===== src/rtl/opll_bus_writer.sv =====
// OPLL register write initiator: FIFO of (reg,value) requests played out as
// paced address/data bus cycles on D[7:0], A0 and an active-high WR strobe.
module opll_bus_writer #(
    parameter int DEPTH     = 4,
    parameter int WR_PULSE  = 4,
    parameter int ADDR_WAIT = 12,
    parameter int DATA_WAIT = 84
) (
    input  logic       clk,
    input  logic       rst,
    input  logic       i_valid,
    output logic       o_ready,
    input  logic [7:0] i_reg_addr,
    input  logic [7:0] i_reg_data,
    output logic [7:0] o_D,
    output logic       o_A0,
    output logic       o_WR,
    output logic       o_busy
);

    localparam int PTR_W = $clog2(DEPTH);
    localparam int MAX_A = (WR_PULSE > ADDR_WAIT) ? WR_PULSE : ADDR_WAIT;
    localparam int MAX_N = (MAX_A > DATA_WAIT) ? MAX_A : DATA_WAIT;
    localparam int CW    = $clog2(MAX_N + 1);

    localparam logic [CW-1:0]  WP_LD    = CW'(WR_PULSE - 1);
    localparam logic [CW-1:0]  AW_LD    = CW'(ADDR_WAIT - 1);
    localparam logic [CW-1:0]  DW_LD    = CW'(DATA_WAIT - 1);
    localparam logic [PTR_W:0] FULL_CNT = (PTR_W + 1)'(DEPTH);

    typedef enum logic [2:0] {
        IDLE,
        A_SET,
        A_WR,
        A_WAIT,
        D_SET,
        D_WR,
        D_WAIT
    } state_t;

    logic [15:0]      mem_q [DEPTH];
    logic [15:0]      mem_d [DEPTH];
    logic [PTR_W-1:0] wptr_q, wptr_d;
    logic [PTR_W-1:0] rptr_q, rptr_d;
    logic [PTR_W:0]   count_q, count_d;

    state_t           state_q, state_d;
    logic [CW-1:0]    tmr_q, tmr_d;
    logic [7:0]       data_q, data_d;
    logic [7:0]       d_q, d_d;
    logic             a0_q, a0_d;
    logic             wr_q, wr_d;

    logic full, empty, push, pop;

    assign full  = (count_q == FULL_CNT);
    assign empty = (count_q == '0);
    assign push  = i_valid && !full;
    assign pop   = (state_q == IDLE) && !empty;

    always_comb begin
        mem_d   = mem_q;
        wptr_d  = wptr_q;
        rptr_d  = rptr_q;
        count_d = count_q;
        if (push) begin
            mem_d[wptr_q] = {i_reg_addr, i_reg_data};
            wptr_d        = wptr_q + 1'b1;
        end
        if (pop) begin
            rptr_d = rptr_q + 1'b1;
        end
        case ({push, pop})
            2'b10:   count_d = count_q + 1'b1;
            2'b01:   count_d = count_q - 1'b1;
            default: count_d = count_q;
        endcase
    end

    // Bus outputs are computed from the next state so they leave a flop.
    always_comb begin
        state_d = state_q;
        tmr_d   = tmr_q;
        data_d  = data_q;
        d_d     = d_q;
        a0_d    = a0_q;
        unique case (state_q)
            IDLE: begin
                if (pop) begin
                    state_d = A_SET;
                    d_d     = mem_q[rptr_q][15:8];
                    data_d  = mem_q[rptr_q][7:0];
                    a0_d    = 1'b0;
                end
            end
            A_SET: begin
                state_d = A_WR;
                tmr_d   = WP_LD;
            end
            A_WR: begin
                if (tmr_q == '0) begin
                    state_d = A_WAIT;
                    tmr_d   = AW_LD;
                end else begin
                    tmr_d = tmr_q - 1'b1;
                end
            end
            A_WAIT: begin
                if (tmr_q == '0) begin
                    state_d = D_SET;
                    d_d     = data_q;
                    a0_d    = 1'b1;
                end else begin
                    tmr_d = tmr_q - 1'b1;
                end
            end
            D_SET: begin
                state_d = D_WR;
                tmr_d   = WP_LD;
            end
            D_WR: begin
                if (tmr_q == '0) begin
                    state_d = D_WAIT;
                    tmr_d   = DW_LD;
                end else begin
                    tmr_d = tmr_q - 1'b1;
                end
            end
            D_WAIT: begin
                if (tmr_q == '0) begin
                    state_d = IDLE;
                end else begin
                    tmr_d = tmr_q - 1'b1;
                end
            end
            default: state_d = IDLE;
        endcase
        wr_d = (state_d == A_WR) || (state_d == D_WR);
    end

    always_ff @(posedge clk or posedge rst) begin
        if (rst) begin
            for (int i = 0; i < DEPTH; i++) begin
                mem_q[i] <= '0;
            end
            wptr_q  <= '0;
            rptr_q  <= '0;
            count_q <= '0;
            state_q <= IDLE;
            tmr_q   <= '0;
            data_q  <= '0;
            d_q     <= '0;
            a0_q    <= 1'b0;
            wr_q    <= 1'b0;
        end else begin
            mem_q   <= mem_d;
            wptr_q  <= wptr_d;
            rptr_q  <= rptr_d;
            count_q <= count_d;
            state_q <= state_d;
            tmr_q   <= tmr_d;
            data_q  <= data_d;
            d_q     <= d_d;
            a0_q    <= a0_d;
            wr_q    <= wr_d;
        end
    end

    assign o_D     = d_q;
    assign o_A0    = a0_q;
    assign o_WR    = wr_q;
    assign o_ready = !full;
    assign o_busy  = (state_q != IDLE) || !empty;

endmodule


===== config.mk =====
export PLATFORM = sky130hd
export DESIGN_NAME = opll_bus_writer
export DESIGN_NICKNAME = d
export VERILOG_FILES = /design/src/rtl/opll_bus_writer.sv
export SDC_FILE = /design/constraint.sdc
export NUM_CORES = 1
export LEC_CHECK = 0
export ABC_CLOCK_PERIOD_IN_PS = 4100
export CAP_MARGIN = 10
export CORE_MARGIN = 2
export CORE_UTILIZATION = 59
export DETAILED_ROUTE_END_ITERATION = 16
export PLACE_DENSITY = 0.79
export SYNTH_ARGS = -nofsm -noshare
export SYNTH_HDL_FRONTEND = slang
export SYNTH_SLANG_ARGS = --single-unit

===== constraint.sdc =====
create_clock -name clk -period 4.1 [get_ports clk]
set_input_delay 0.41 -clock clk [delete_from_list [all_inputs] [get_ports clk]]
set_output_delay 0.41 -clock clk [all_outputs]
set_load 0.05 [all_outputs]

; Yosys cells after proc, flatten, opt, wreduce, memory -nomap -nowiden
; Cells that the tools add are included.
[totals]
regBits = 99
in_bits = 19
output_inout_bits = 12
word_cells = 79
[op_classes]
addsub = 5
order_cmp = 3
n_eq_ne = 14
muxes = 23
n_bitwise = 2
reduce_logical = 19
[ops]
columns = op, n
row1 = $bwmux W64, 1
row2 = $mux W16, 3
row3 = $bmux W16 S2, 1
row4 = $demux W16 S2, 1
row5 = $pmux W7 S4, 1
row6 = $mux W7, 3
row7 = $pmux W3 S7, 1
row8 = $mux W8, 2
row9 = $pmux W8 S2, 1
row10 = $eq A3 B3 Y1 const B, 5
row11 = $mux W3, 5
row12 = $eq A3 B2 Y1 const B, 3
row13 = $logic_not A7 Y1, 1
row14 = $sub A7 B1 Y7 const B, 1
row15 = $ge A3 B3 Y1 const B, 2
row16 = $logic_not A3 Y1, 2
row17 = $ne A2 B2 Y1 const B, 3
row18 = $not A2 Y3, 2
row19 = $pmux W3 S2, 1
row20 = $add A2 B1 Y2 const B, 2
row21 = $reduce_and A2 Y1, 2
row22 = $reduce_bool A2 Y1, 2
row23 = $reduce_bool A4 Y1, 1
row24 = $reduce_or A2 Y1, 2
row25 = 13 further kinds, 18

; Depth between registers and ports, before layout
; Gate-level depths: netlist (run 1).
[logic_depth]
depth_word = 7
depth_mapped = 12
ltp_nobuf = 9

; Worst setup path before layout (run 1)
; OpenSTA, ideal clock, no wires.
[synth_timing]
path_type = register -> register
from = register state_q[0]
to = register count_q[2]
setup_time_ns = 0.079
arrival_ns = 2.350
t_required_ns = 4.021
setup_slack_ns = 1.671
path_stages_with_launch = 13
path_buffers = 3
synth_period_minus_slack_ns = 2.429
path_cell_list = dfrtp_1 -> clkbuf_1 -> nor3_1 -> nand2b_1 -> clkbuf_1 -> inv_2 -> buf_2 -> ha_1 -> inv_1 -> fa_1 -> xor2_1 -> nor2_1 -> xor2_1
[synth_via]
elab_chain_cells = 4
elab_cells_between_ends = 6
cone_classes = eq/ne (2) / mux (1) / reduce/logical (3)
[synth_rtl]
columns = item, line
row1 = start: declaration, 47  ; state_t state_q, state_d;
row2 = start signal: assignment, 160  ; state_q <= state_d;
row3 = $logic_not A3 Y1 *, 59  ; assign pop = (state_q == IDLE) && !empty;
row4 = $logic_and A1 B1 Y1 *, 59
row5 = net pop, 54  ; logic full, empty, push, pop;
row6 = $eq A2 B1 Y1 or $eq A2 B2 Y1 (tied branches), 73  ; case ({push, pop})
row7 = $pmux W3 S2 or $reduce_bool A2 Y1 (tied branches), --
row8 = end signal: assignment, 159  ; count_q <= count_d;
row9 = end: declaration, 45  ; logic [PTR_W:0] count_q, count_d;
; Mark *: on every way through the listed nets, which the timed path passes. The rest lies on a longest branch.
; A chain may end at the register's enable or synchronous reset.

; Worst setup path after layout (run 1)
[layout_timing]
from = register state_q[0]
to = register count_q[2]
[layout_via]
elab_chain_cells = 4
elab_cells_between_ends = 6
cone_classes = eq/ne (2) / mux (1) / reduce/logical (3)
[layout_rtl]
columns = item, line
row1 = $logic_not A3 Y1 *, 59
row2 = $logic_and A1 B1 Y1 *, 59
row3 = $eq A2 B1 Y1 or $eq A2 B2 Y1 (tied branches), 73
row4 = $pmux W3 S2 or $reduce_bool A2 Y1 (tied branches), --
; Mark *: on every way between the ends. The rest lies on a longest branch, timed or not.

==> results of run 1 <==
## state kept, by name, summed over array words and instances (netlist names)
signal and count:
state_q 3, mem_q 64, count_q 3, data_q 8
o_D 8, tmr_q 7, o_A0 1, wptr_q 2
rptr_q 2, o_WR 1
## per-stage QoR
| stage | instances | total power, W |
|---|---|---|
| floorplan | 388 | 0.00344 |
| global placement | 503 | 0.00387 |
| detailed placement | 503 | 0.00397 |
| CTS | 519 | 0.00465 |
| global route | 519 | 0.00493 |
| finish | 519 | 0.00461 |
## critical path: stages (launching register included)
cell and delay [ns]:
dfrtp_1 0.60, nor3_1 0.51, nand2b_1 0.47, inv_2 0.34, ha_1 0.23, inv_1 0.06
fa_1 0.37, xor2_1 0.15, nor2_1 0.10, xor2_1 0.14
## cell families (layout without fill, tap and decap cells)
| group | after synthesis | count (layout) | share of synthesized area (%) |
|---|---|---|---|
| fa+ha+maj | 9 | 9 | 2.43 |
| mux | 84 | 84 | 23.2 |
| simple gates | 91 | 91 | 9.73 |
| flops | 99 | 99 | 51.3 |
| buf+inv | 45 | 71 | 4.06 |
| xor+xnor | 6 | 6 | 1.09 |
| compound gates | 54 | 54 | 8.18 |
## power groups by stage
stage	Sequential [W]	Clock [W]	Combinational [W]
2_1_floorplan	0.00185	0	0.00159
3_3_place_gp	0.00188	0	0.00199
3_5_place_dp	0.00192	0	0.00205
4_1_cts	0.00190	0.000690	0.00206
5_1_grt	0.00197	0.000728	0.00224
6_report	0.00190	0.000676	0.00204
## metal layers
metal | GRT usage, % | routed length [µm] | vias to the layer above
li1 | - | - | 1426
met1 | 32.2 | 4310 | 1592
met2 | 37.3 | 4470 | 73
met3 | 5.91 | 395 | 20
met4 | 7.73 | 191 | 0
met5 | 0 | 0 | -
## cells in the mapped netlist, types with 4 or more instances
cell,instances,area [µm²]
dfrtp_1,99,2480
mux2_1,40,450
nand2_1,39,146
mux2_2,26,293
inv_1,21,78.8
mux4_2,16,360
a21oi_1,13,65.1
nor2_1,12,45.0
buf_2,10,50.1
clkbuf_1,10,37.5
o22ai_1,10,62.6
ha_1,7,87.6
nor3_1,7,35.0
nor2b_1,6,37.5
o211ai_1,5,37.5
nand2_2,4,25.0
nand4_1,4,25.0
nor4_1,4,25.0
o21a_1,4,30.0
xnor2_1,4,35.0
## how the worst max path moves through the flow
stage	startpoint	to	slack, ns
finish	state_q[0]$_DFF_PP0_	count_q[2]$_DFFE_PP0P_	1.05
global route	state_q[0]$_DFF_PP0_	count_q[2]$_DFFE_PP0P_	0.78
CTS	state_q[0]$_DFF_PP0_	count_q[2]$_DFFE_PP0P_	1.09
detailed placement	state_q[0]$_DFF_PP0_	count_q[2]$_DFFE_PP0P_	1.10
global placement	state_q[0]$_DFF_PP0_	count_q[2]$_DFFE_PP0P_	1.23
floorplan	rst	count_q[0]$_DFFE_PP0P_	1.10
## layout make-up
cell class | count | area, µm²
repair buffers | 33 | 323
clock buffers | 10 | 138
fillers | 602 | 2700
clock inverters | 6 | 83.8
well taps | 105 | 131
inverters | 22 | 85.1
flip-flops and latches | 99 | 2480
multi-input cells | 244 | 2160
==> flow_summary.json, run 1 <==
{
  "cts.sinks": 99,
  "cts_hold_buf": 0,
  "syn-cell-area_mm2": 0.00483,
  "p_seq_share_pct": 41.2,
  "tns_ns": 0,
  "min_to": "data_q[1]$_DFFE_PP0P_",
  "io_pins": 31,
  "timing.rr.start": "state_q[0]$_DFF_PP0_",
  "cts_resized": 0,
  "finalHoldViolCount": 0,
  "tightest_slew_ns": 1.08,
  "max_freq_mhz": 328,
  "area_delta_synth_final_pct": 11.7,
  "h-tree-depth": 3,
  "cts_root_buf": "clkbuf_8",
  "fp-row-count": 33,
  "crit_required_ns": 4.40,
  "setup_viol": 0,
  "wl_per_cell_um": 18.1,
  "clock_latency_ns": 0.37,
  "first_global_vias": 3156,
  "crit_type": "reg2reg",
  "yosysSeqAreaShare_pct": 51.3,
  "swShare_pct": 39.3,
  "min_path_cells": 2,
  "synthArstFlopShare_pct": 100,
  "p_int_w": 0.00280,
  "core_area_mm2": 0.00809,
  "path_clk_slew_ns": 0.10,
  "n_antenna_cell": 0,
  "reg2regPathDepth": 9,
  "clockPowerShare_pct": 14.7,
  "min_from": "data_q[1]$_DFFE_PP0P_",
  "drc_errors": 0,
  "die-area_mm2": 0.00893,
  "drive_gt1_share_pct": 19.1,
  "fin_util_pct": 66.7,
  "peakVddDrop_v": 0.000391,
  "grt_pass1_wl_um": 15900,
  "period_share_pct": 74.3,
  "final_cell_area_mm2": 0.00540,
  "r2r-end": "count_q[2]$_DFFE_PP0P_",
  "fp.dieH_um": 94.5,
  "antenna_found_initial": 0,
  "synth_nets": 415,
  "ys_warn_count": 0,
  "power_switching_w": 0.00181,
  "cts_tree": "yes",
  "whs_ns": 0.488,
  "grt_max_degree": 89,
  "mostFrequentLayoutCells": "dfrtp_1 (99), mux2_1 (40), nand2_1 (39)",
  "leakagePower_nw": 2.30,
  "finalNetCount": 436,
  "r2r_setup_slack_ns": 1.05,
  "synth_edf_count": 0,
  "dr.pass1.iters": 4,
  "hp-class": "reg2reg",
  "hpwl_um": 6300,
  "synth_cell_type_count": 55,
  "placed_cell_area_mm2": 0.00518,
  "synth-seq-cells": 99,
  "drv_cap": 0,
  "layout_commonest_cell": "dfrtp_1",
  "dr_total_vias": 3111,
  "synth_ff_type": "dfrtp_1",
  "combPwrFrac_pct": 44.2,
  "vias_per_cell": 5.99,
  "crit_arrival_ns": 3.34,
  "cp-start-kind": "register",
  "status": "completed",
  "slew_violations": 0,
  "clockBufferDepth": 2,
  "dp_slack_ns": 1.10,
  "rsz0062_at_grt": "no",
  "power_density_mw_per_mm2": 855,
  "syn_inst": 388,
  "setup_ws_ns": 1.05,
  "start_util_pct": 59.7,
  "grt_overflow": 0,
  "grtUsageTotal_pct": 23.5,
  "cp-end-kind": "register",
  "io_buffers": 30,
  "drt_iter0_markers": 167,
  "postRouteAntennaNets": 0,
  "postCtsSetupRepairBufs": 0,
  "layout_min_cycle_time_ns": 3.05,
  "avgSynthCellArea_um2": 12.5,
  "numCtsBuffers": 9,
  "gp_congestion": 0.927,
  "chipWidth_um": 94.5,
  "max_slew_margin_pct": 28.0,
  "cp_max_fo": 19,
  "wl_um": 9370,
  "clock_skew_ns": 0.00924
}
Note: power is estimated with default switching activity, not from simulation.
==> run 2, diff against run 1 <==
==> config.mk (replaced) <==
export PLATFORM = sky130hd
export DESIGN_NAME = opll_bus_writer
export DESIGN_NICKNAME = d
export VERILOG_FILES = /design/src/rtl/opll_bus_writer.sv
export SDC_FILE = /design/constraint.sdc
export NUM_CORES = 1
export LEC_CHECK = 0
export ABC_CLOCK_PERIOD_IN_PS = 2500
export CAP_MARGIN = 10
export CORE_MARGIN = 2
export CORE_UTILIZATION = 53
export DETAILED_ROUTE_END_ITERATION = 16
export PLACE_DENSITY = 0.75
export SYNTH_ARGS = -nofsm -noshare
export SYNTH_HDL_FRONTEND = slang
export SYNTH_SLANG_ARGS = --single-unit
==> constraint.sdc (replaced) <==
create_clock -name clk -period 2.5 [get_ports clk]
set_input_delay 0.25 -clock clk [delete_from_list [all_inputs] [get_ports clk]]
set_output_delay 0.25 -clock clk [all_outputs]
set_load 0.05 [all_outputs]
==> run 2 against run 1 <==
  * Clock skew rose by 0.0013 ns
  * First-iteration DRC count fell by 31%
  * Highest routed layer unchanged
  * Routed wire length increased by 0.96%
  * Largest power group unchanged
  * Sequential cell count stayed put
  * Combinational power increased by 74%
==> flow_summary.json, run 2 (same netlist as run 1, synthesis figures left out) <==
{
  "endpoint": "o_busy",
  "cts_resized": 0,
  "io_pins": 31,
  "cp-start-kind": "register",
  "design_power_total_w": 0.00765,
  "grt_pass1_wl_um": 16300,
  "fp-row-count": 34,
  "max_freq_mhz": 437,
  "finalHoldViolCount": 0,
  "r2r-end": "tmr_q[1]$_DFFE_PP0P_",
  "max_slew_margin_pct": 52.1,
  "multi_input_area_mm2": 0.00216,
  "area_delta_synth_final_pct": 13.6,
  "die-area_mm2": 0.00990,
  "layout_min_cycle_time_ns": 2.29,
  "slew_violations": 0,
  "cp-startpoint": "count_q[0]$_DFFE_PP0P_",
  "cp-end-kind": "output pin",
  "numCtsBuffers": 9,
  "postCtsSetupRepairBufs": 0,
  "dr_total_vias": 3145,
  "setup_ws_ns": 0.213,
  "clock_latency_ns": 0.36,
  "cts.sinks": 99,
  "largest_reg_flops": 64,
  "dp_slack_ns": 0.254,
  "start_util_pct": 55.2,
  "clock_skew_ns": 0.0105,
  "grt_max_degree": 39,
  "fp.dieH_um": 99.5,
  "wl_per_cell_um": 17.8,
  "regMostFlops": "mem_q",
  "crit_type": "reg2out",
  "cp_max_fo": 4,
  "vias_per_cell": 5.92,
  "cts_tree": "yes",
  "reg2regPathDepth": 6,
  "clockBufferDepth": 2,
  "grt_overflow": 0,
  "tightest_slew_ns": 0.717,
  "grtUsageTotal_pct": 21.1,
  "drc_errors": 0,
  "tns_ns": 0,
  "period_share_pct": 91.5,
  "n_antenna_cell": 0,
  "r2r_setup_slack_ns": 0.24,
  "drive_gt1_share_pct": 20.6,
  "hp-class": "in2async",
  "power_density_mw_per_mm2": 1390,
  "layout_commonest_cell": "dfrtp_1",
  "io_buffers": 30,
  "timing.rr.start": "tmr_q[0]$_DFFE_PP0P_",
  "cts_root_buf": "clkbuf_8",
  "crit_required_ns": 2.25,
  "finalNetCount": 445,
  "peakVddDrop_v": 0.000739,
  "wl_um": 9460,
  "core_area_mm2": 0.00876,
  "dr.pass1.iters": 4,
  "drt_iter0_markers": 116,
  "h-tree-depth": 3,
  "antenna_found_initial": 0,
  "mostFrequentLayoutCells": "dfrtp_1 (99), mux2_1 (40), nand2_1 (39)",
  "first_global_vias": 3257,
  "n_fill_cell": 667,
  "rsz0062_at_grt": "no",
  "gp_congestion": 0.828,
  "crit_arrival_ns": 2.04,
  "cts_hold_buf": 0,
  "setup_viol": 0,
  "chipWidth_um": 99.5,
  "ff_latch_area_mm2": 0.00248,
  "drv_cap": 0,
  "status": "completed",
  "leakagePower_nw": 2.34,
  "path_clk_slew_ns": 0.10,
  "postRouteAntennaNets": 0,
  "hpwl_um": 6530
}
-- run 2: cell types whose count changed in the layout (fill, tap and decap cells not counted), sizes merged --
cell and delta:
clkinvlp +2, bufinv +1, inv -3, buf +9
-- run 2: how the worst min path moves through the flow --
stage	start	end	slack (ns)	depth (start not counted)
2_1_floorplan	i_reg_data[0]	mem_q[0]$_DFFE_PP0P_	0.38	1
3_3_place_gp	mem_q[35]$_DFFE_PP0P_	mem_q[35]$_DFFE_PP0P_	0.47	1
3_5_place_dp	data_q[4]$_DFFE_PP0P_	data_q[4]$_DFFE_PP0P_	0.47	2
4_1_cts	rst	mem_q[20]$_DFFE_PP0P_	0.35	2
5_1_grt	rst	mem_q[24]$_DFFE_PP0P_	0.40	2
6_report	rst	mem_q[20]$_DFFE_PP0P_	0.33	2
-- run 2: critical path: stages (launching register included) --
cell and delay [ns]:
dfrtp_1 0.43, nor3_1 0.44, nand2_1 0.09, clkdlybuf4s50_1 0.71
-- run 2: area by class of cell --
| cell class | count | area share (%) |
|---|---|---|
| Inverter | 22 | 1.57 |
| Tap cell | 108 | 2.46 |
| Timing Repair Buffer | 42 | 7.56 |
| Multi-Input combinational cell | 244 | 39.3 |
| Sequential cell | 99 | 45.1 |
| Clock buffer | 10 | 2.32 |
| Clock inverter | 6 | 1.64 |
-- run 2: per-layer routing --
layer / up-vias / part of all wire [%] / track usage [%] / routed length (µm)
met1: 1608 / 45 / 28.5 / 4250
met3: 18 / 3.2 / 4.22 / 305
met2: 61 / 50 / 34.3 / 4710
met5: - / 0 / 0 / 0
met4: 0 / 2.1 / 7.80 / 195
li1: 1458 / - / - / -
-- run 2: stage by stage --
stage               utilization (%)  hold WS (ns)  std cells  instance area (µm²)
finish                         62.7         0.335        531                 5490
global route                   62.7         0.404        531                 5490
CTS                            62.7         0.351        531                 5490
detailed placement             60.2         0.469        515                 5270
global placement               60.2         0.468        515                 5270
floorplan                         -         0.382        388                 4840
-- run 2: report_power, final --
group          switching [W]  internal (W)  total, W
clock               0.000553      0.000566   0.00112
sequential          0.000563       0.00242   0.00298
combinational        0.00182       0.00174   0.00355
total                0.00293       0.00472   0.00765
==> run 3, diff against run 2 <==
--- a/config.mk
+++ b/config.mk
@@ -5,12 +5,13 @@
 export SDC_FILE = /design/constraint.sdc
 export NUM_CORES = 1
 export LEC_CHECK = 0
+export ABC_AREA = 1
 export ABC_CLOCK_PERIOD_IN_PS = 2500
 export CAP_MARGIN = 10
 export CORE_MARGIN = 2
 export CORE_UTILIZATION = 53
 export DETAILED_ROUTE_END_ITERATION = 16
-export PLACE_DENSITY = 0.75
+export PLACE_DENSITY = 0.76
 export SYNTH_ARGS = -nofsm -noshare
 export SYNTH_HDL_FRONTEND = slang
 export SYNTH_SLANG_ARGS = --single-unit
==> run 3 against run 2 <==
  * Clock skew increased by 0.0019 ns
  * Synthesized cell count increased by 51%
  * First-iteration DRC count increased by 67%
  * Worst hold slack got worse by 0.11 ns
  * Critical path depth increased by 2
  * Sequential cell count unchanged
  * Critical endpoint unchanged
  * Critical path type unchanged
==> flow_summary.json, run 3 <==
{
  "rsz0062_at_grt": "no",
  "synth_nets": 613,
  "clockPowerShare_pct": 22.9,
  "cts_resized": 0,
  "setup_viol": 0,
  "ys_top_cells_by_area": "dfrtp_1 (52%), nand2_1 (14%), o21ai_0 (9.4%)",
  "crit_required_ns": 2.25,
  "synth_cell_type_count": 31,
  "synth_ff_type": "dfrtp_1",
  "setup_ws_ns": 0.332,
  "start_util_pct": 54.6,
  "clockBufferDepth": 2,
  "dp_slack_ns": 0.469,
  "p_seq_share_pct": 51.9,
  "r2r-end": "count_q[2]$_DFFE_PP0P_",
  "status": "completed",
  "antenna_found_initial": 0,
  "final_cell_area_mm2": 0.00532,
  "cp-startpoint": "count_q[0]$_DFFE_PP0P_",
  "syn-cell-area_mm2": 0.00474,
  "postRouteAntennaNets": 0,
  "endpoint": "o_busy",
  "p_int_w": 0.00304,
  "peakVddDrop_v": 0.000432,
  "hpwl_um": 6540,
  "grt_overflow": 0,
  "drt_iter0_markers": 194,
  "finalHoldViolCount": 0,
  "crit_type": "reg2out",
  "cts.sinks": 99,
  "io_pins": 31,
  "drc_errors": 0,
  "cts_hold_buf": 0,
  "mostFrequentLayoutCells": "nand2_1 (173), dfrtp_1 (99), o21ai_0 (89)",
  "tns_ns": 0,
  "power_density_mw_per_mm2": 860,
  "avgSynthCellArea_um2": 8.08,
  "chipWidth_um": 98.5,
  "n_antenna_cell": 0,
  "first_global_vias": 3611,
  "synth-seq-cells": 99,
  "area_delta_synth_final_pct": 12.3,
  "dr_total_vias": 3807,
  "r2r_setup_slack_ns": 0.43,
  "crit_arrival_ns": 1.92,
  "finalNetCount": 637,
  "cp_slowest_cell": "clkdlybuf4s50_1",
  "cts_root_buf": "clkbuf_8",
  "yosysSeqAreaShare_pct": 52.3,
  "clock_latency_ns": 0.37,
  "synthArstFlopShare_pct": 100,
  "synth_most_common_cell": "nand2_1",
  "max_slew_margin_pct": 60.3,
  "grt_max_degree": 61,
  "timing.rr.start": "state_q[0]$_DFF_PP0_",
  "max_freq_mhz": 461,
  "core_area_mm2": 0.00868,
  "cts_tree": "yes",
  "clock_skew_ns": 0.0124,
  "grt_pass1_wl_um": 17100,
  "fp.dieH_um": 98.5,
  "grtUsageTotal_pct": 21.8,
  "cp_max_fo": 3,
  "syn_inst": 586,
  "swShare_pct": 33.6,
  "path_cells": "inv_1, nand3_1, inv_1, nand3_1, clkdlybuf4s50_1",
  "cp-end-kind": "output pin",
  "regMostFlops": "mem_q",
  "layout_commonest_cell": "nand2_1",
  "combPwrFrac_pct": 25.2,
  "wl_um": 9780,
  "hp-class": "in2async",
  "synth_edf_count": 0,
  "vias_per_cell": 5.27,
  "leakagePower_nw": 2.64,
  "power_switching_w": 0.00154,
  "synth_top_area_share_pct": 52.3,
  "layout_min_cycle_time_ns": 2.17,
  "postCtsSetupRepairBufs": 0,
  "ys_warn_count": 0,
  "io_buffers": 30,
  "tightest_slew_ns": 0.594,
  "synth_common_cells": "nand2_1 (173), dfrtp_1 (99), o21ai_0 (89), inv_1 (50)",
  "reg2regPathDepth": 9,
  "slew_violations": 0,
  "cp-start-kind": "register",
  "wl_per_cell_um": 13.5,
  "gp_congestion": 0.855,
  "largest_reg_flops": 64,
  "period_share_pct": 86.7,
  "drv_cap": 0,
  "drive_gt1_share_pct": 7.32,
  "fp-row-count": 34,
  "dr.pass1.iters": 5,
  "path_clk_slew_ns": 0.10,
  "yosysTopAreaCell": "dfrtp_1",
  "placed_cell_area_mm2": 0.00512,
  "die-area_mm2": 0.00971,
  "slowest_delay_ns": 0.71,
  "n_fill_cell": 764,
  "h-tree-depth": 3,
  "numCtsBuffers": 9
}
-- run 3: cell types whose count changed after synthesis, sizes merged, moves of 35 or more --
| cell | change |
|---|---|
| nand2 | +133 |
| inv | +36 |
| nand3 | +42 |
| o21ai | +99 |
| nor2 | +35 |
| mux2 | -66 |
-- run 3: per-layer routing --
layer | GRT usage, % | up-vias | share of wire, % | wire length (µm)
met5 | 0 | - | 0 | 0
met3 | 5.04 | 15 | 5.2 | 509
met1 | 29.1 | 1777 | 45 | 4440
met2 | 35.5 | 102 | 48 | 4690
met4 | 7.59 | 0 | 1.4 | 138
li1 | - | 1913 | - | -
-- run 3: cell type report --
| class | instances | area, µm² | area share, % |
|---|---|---|---|
| clock buffer | 10 | 128 | 2.40 |
| inverter | 59 | 225 | 4.23 |
| multi-input combinational | 401 | 1890 | 35.6 |
| sequential | 99 | 2480 | 46.6 |
| tap | 108 | 135 | 2.54 |
| timing repair buffer | 40 | 388 | 7.29 |
| clock inverter | 6 | 72.6 | 1.36 |
-- run 3: worst min path at each step --
stage | to | slack (ns) | start | depth (start not counted)
after floorplan | mem_q[42]$_DFFE_PP0P_ | 0.43 | i_reg_addr[2] | 2
after global placement | mem_q[36]$_DFFE_PP0P_ | 0.46 | mem_q[36]$_DFFE_PP0P_ | 2
after detailed placement | count_q[0]$_DFFE_PP0P_ | 0.47 | count_q[0]$_DFFE_PP0P_ | 1
after CTS | mem_q[52]$_DFFE_PP0P_ | 0.23 | rst | 2
after global routing | mem_q[37]$_DFFE_PP0P_ | 0.24 | rst | 2
final | mem_q[21]$_DFFE_PP0P_ | 0.23 | rst | 2
-- run 3: power by group through the flow --
stage	Sequential, W	Clock [W]	Combinational (W)
2_1_floorplan	0.00234	0	0.000897
6_report	0.00238	0.00105	0.00115
3_5_place_dp	0.00240	0	0.00116
4_1_cts	0.00237	0.00108	0.00117
5_1_grt	0.00244	0.00114	0.00137
3_3_place_gp	0.00238	0	0.00111
-- run 3: logic make-up after synthesis --
kind of cell	share of synthesized area, %
fa+ha+maj	2.27
compound gates	12.8
simple gates	23.9
buf+inv	7.69
flops	52.3
xor+xnor	1.11
-- run 3: metrics by stage --
stage / hold WS (ns) / util (%) / total power (W) / instances
floorplan: 0.427 / - / 0.00324 / 586
global placement: 0.461 / 59.0 / 0.00350 / 707
detailed placement: 0.467 / 59.0 / 0.00356 / 707
CTS: 0.231 / 61.3 / 0.00462 / 723
global route: 0.244 / 61.3 / 0.00495 / 723
finish: 0.229 / 61.3 / 0.00458 / 723
-- run 3: worst max-delay path: cells and delay by family (launching register included) --
| family | cells | cell delay (ns) |
|---|---|---|
| flops | 1 | 0.40 |
| buf+inv | 3 | 0.94 |
| simple gates | 2 | 0.21 |
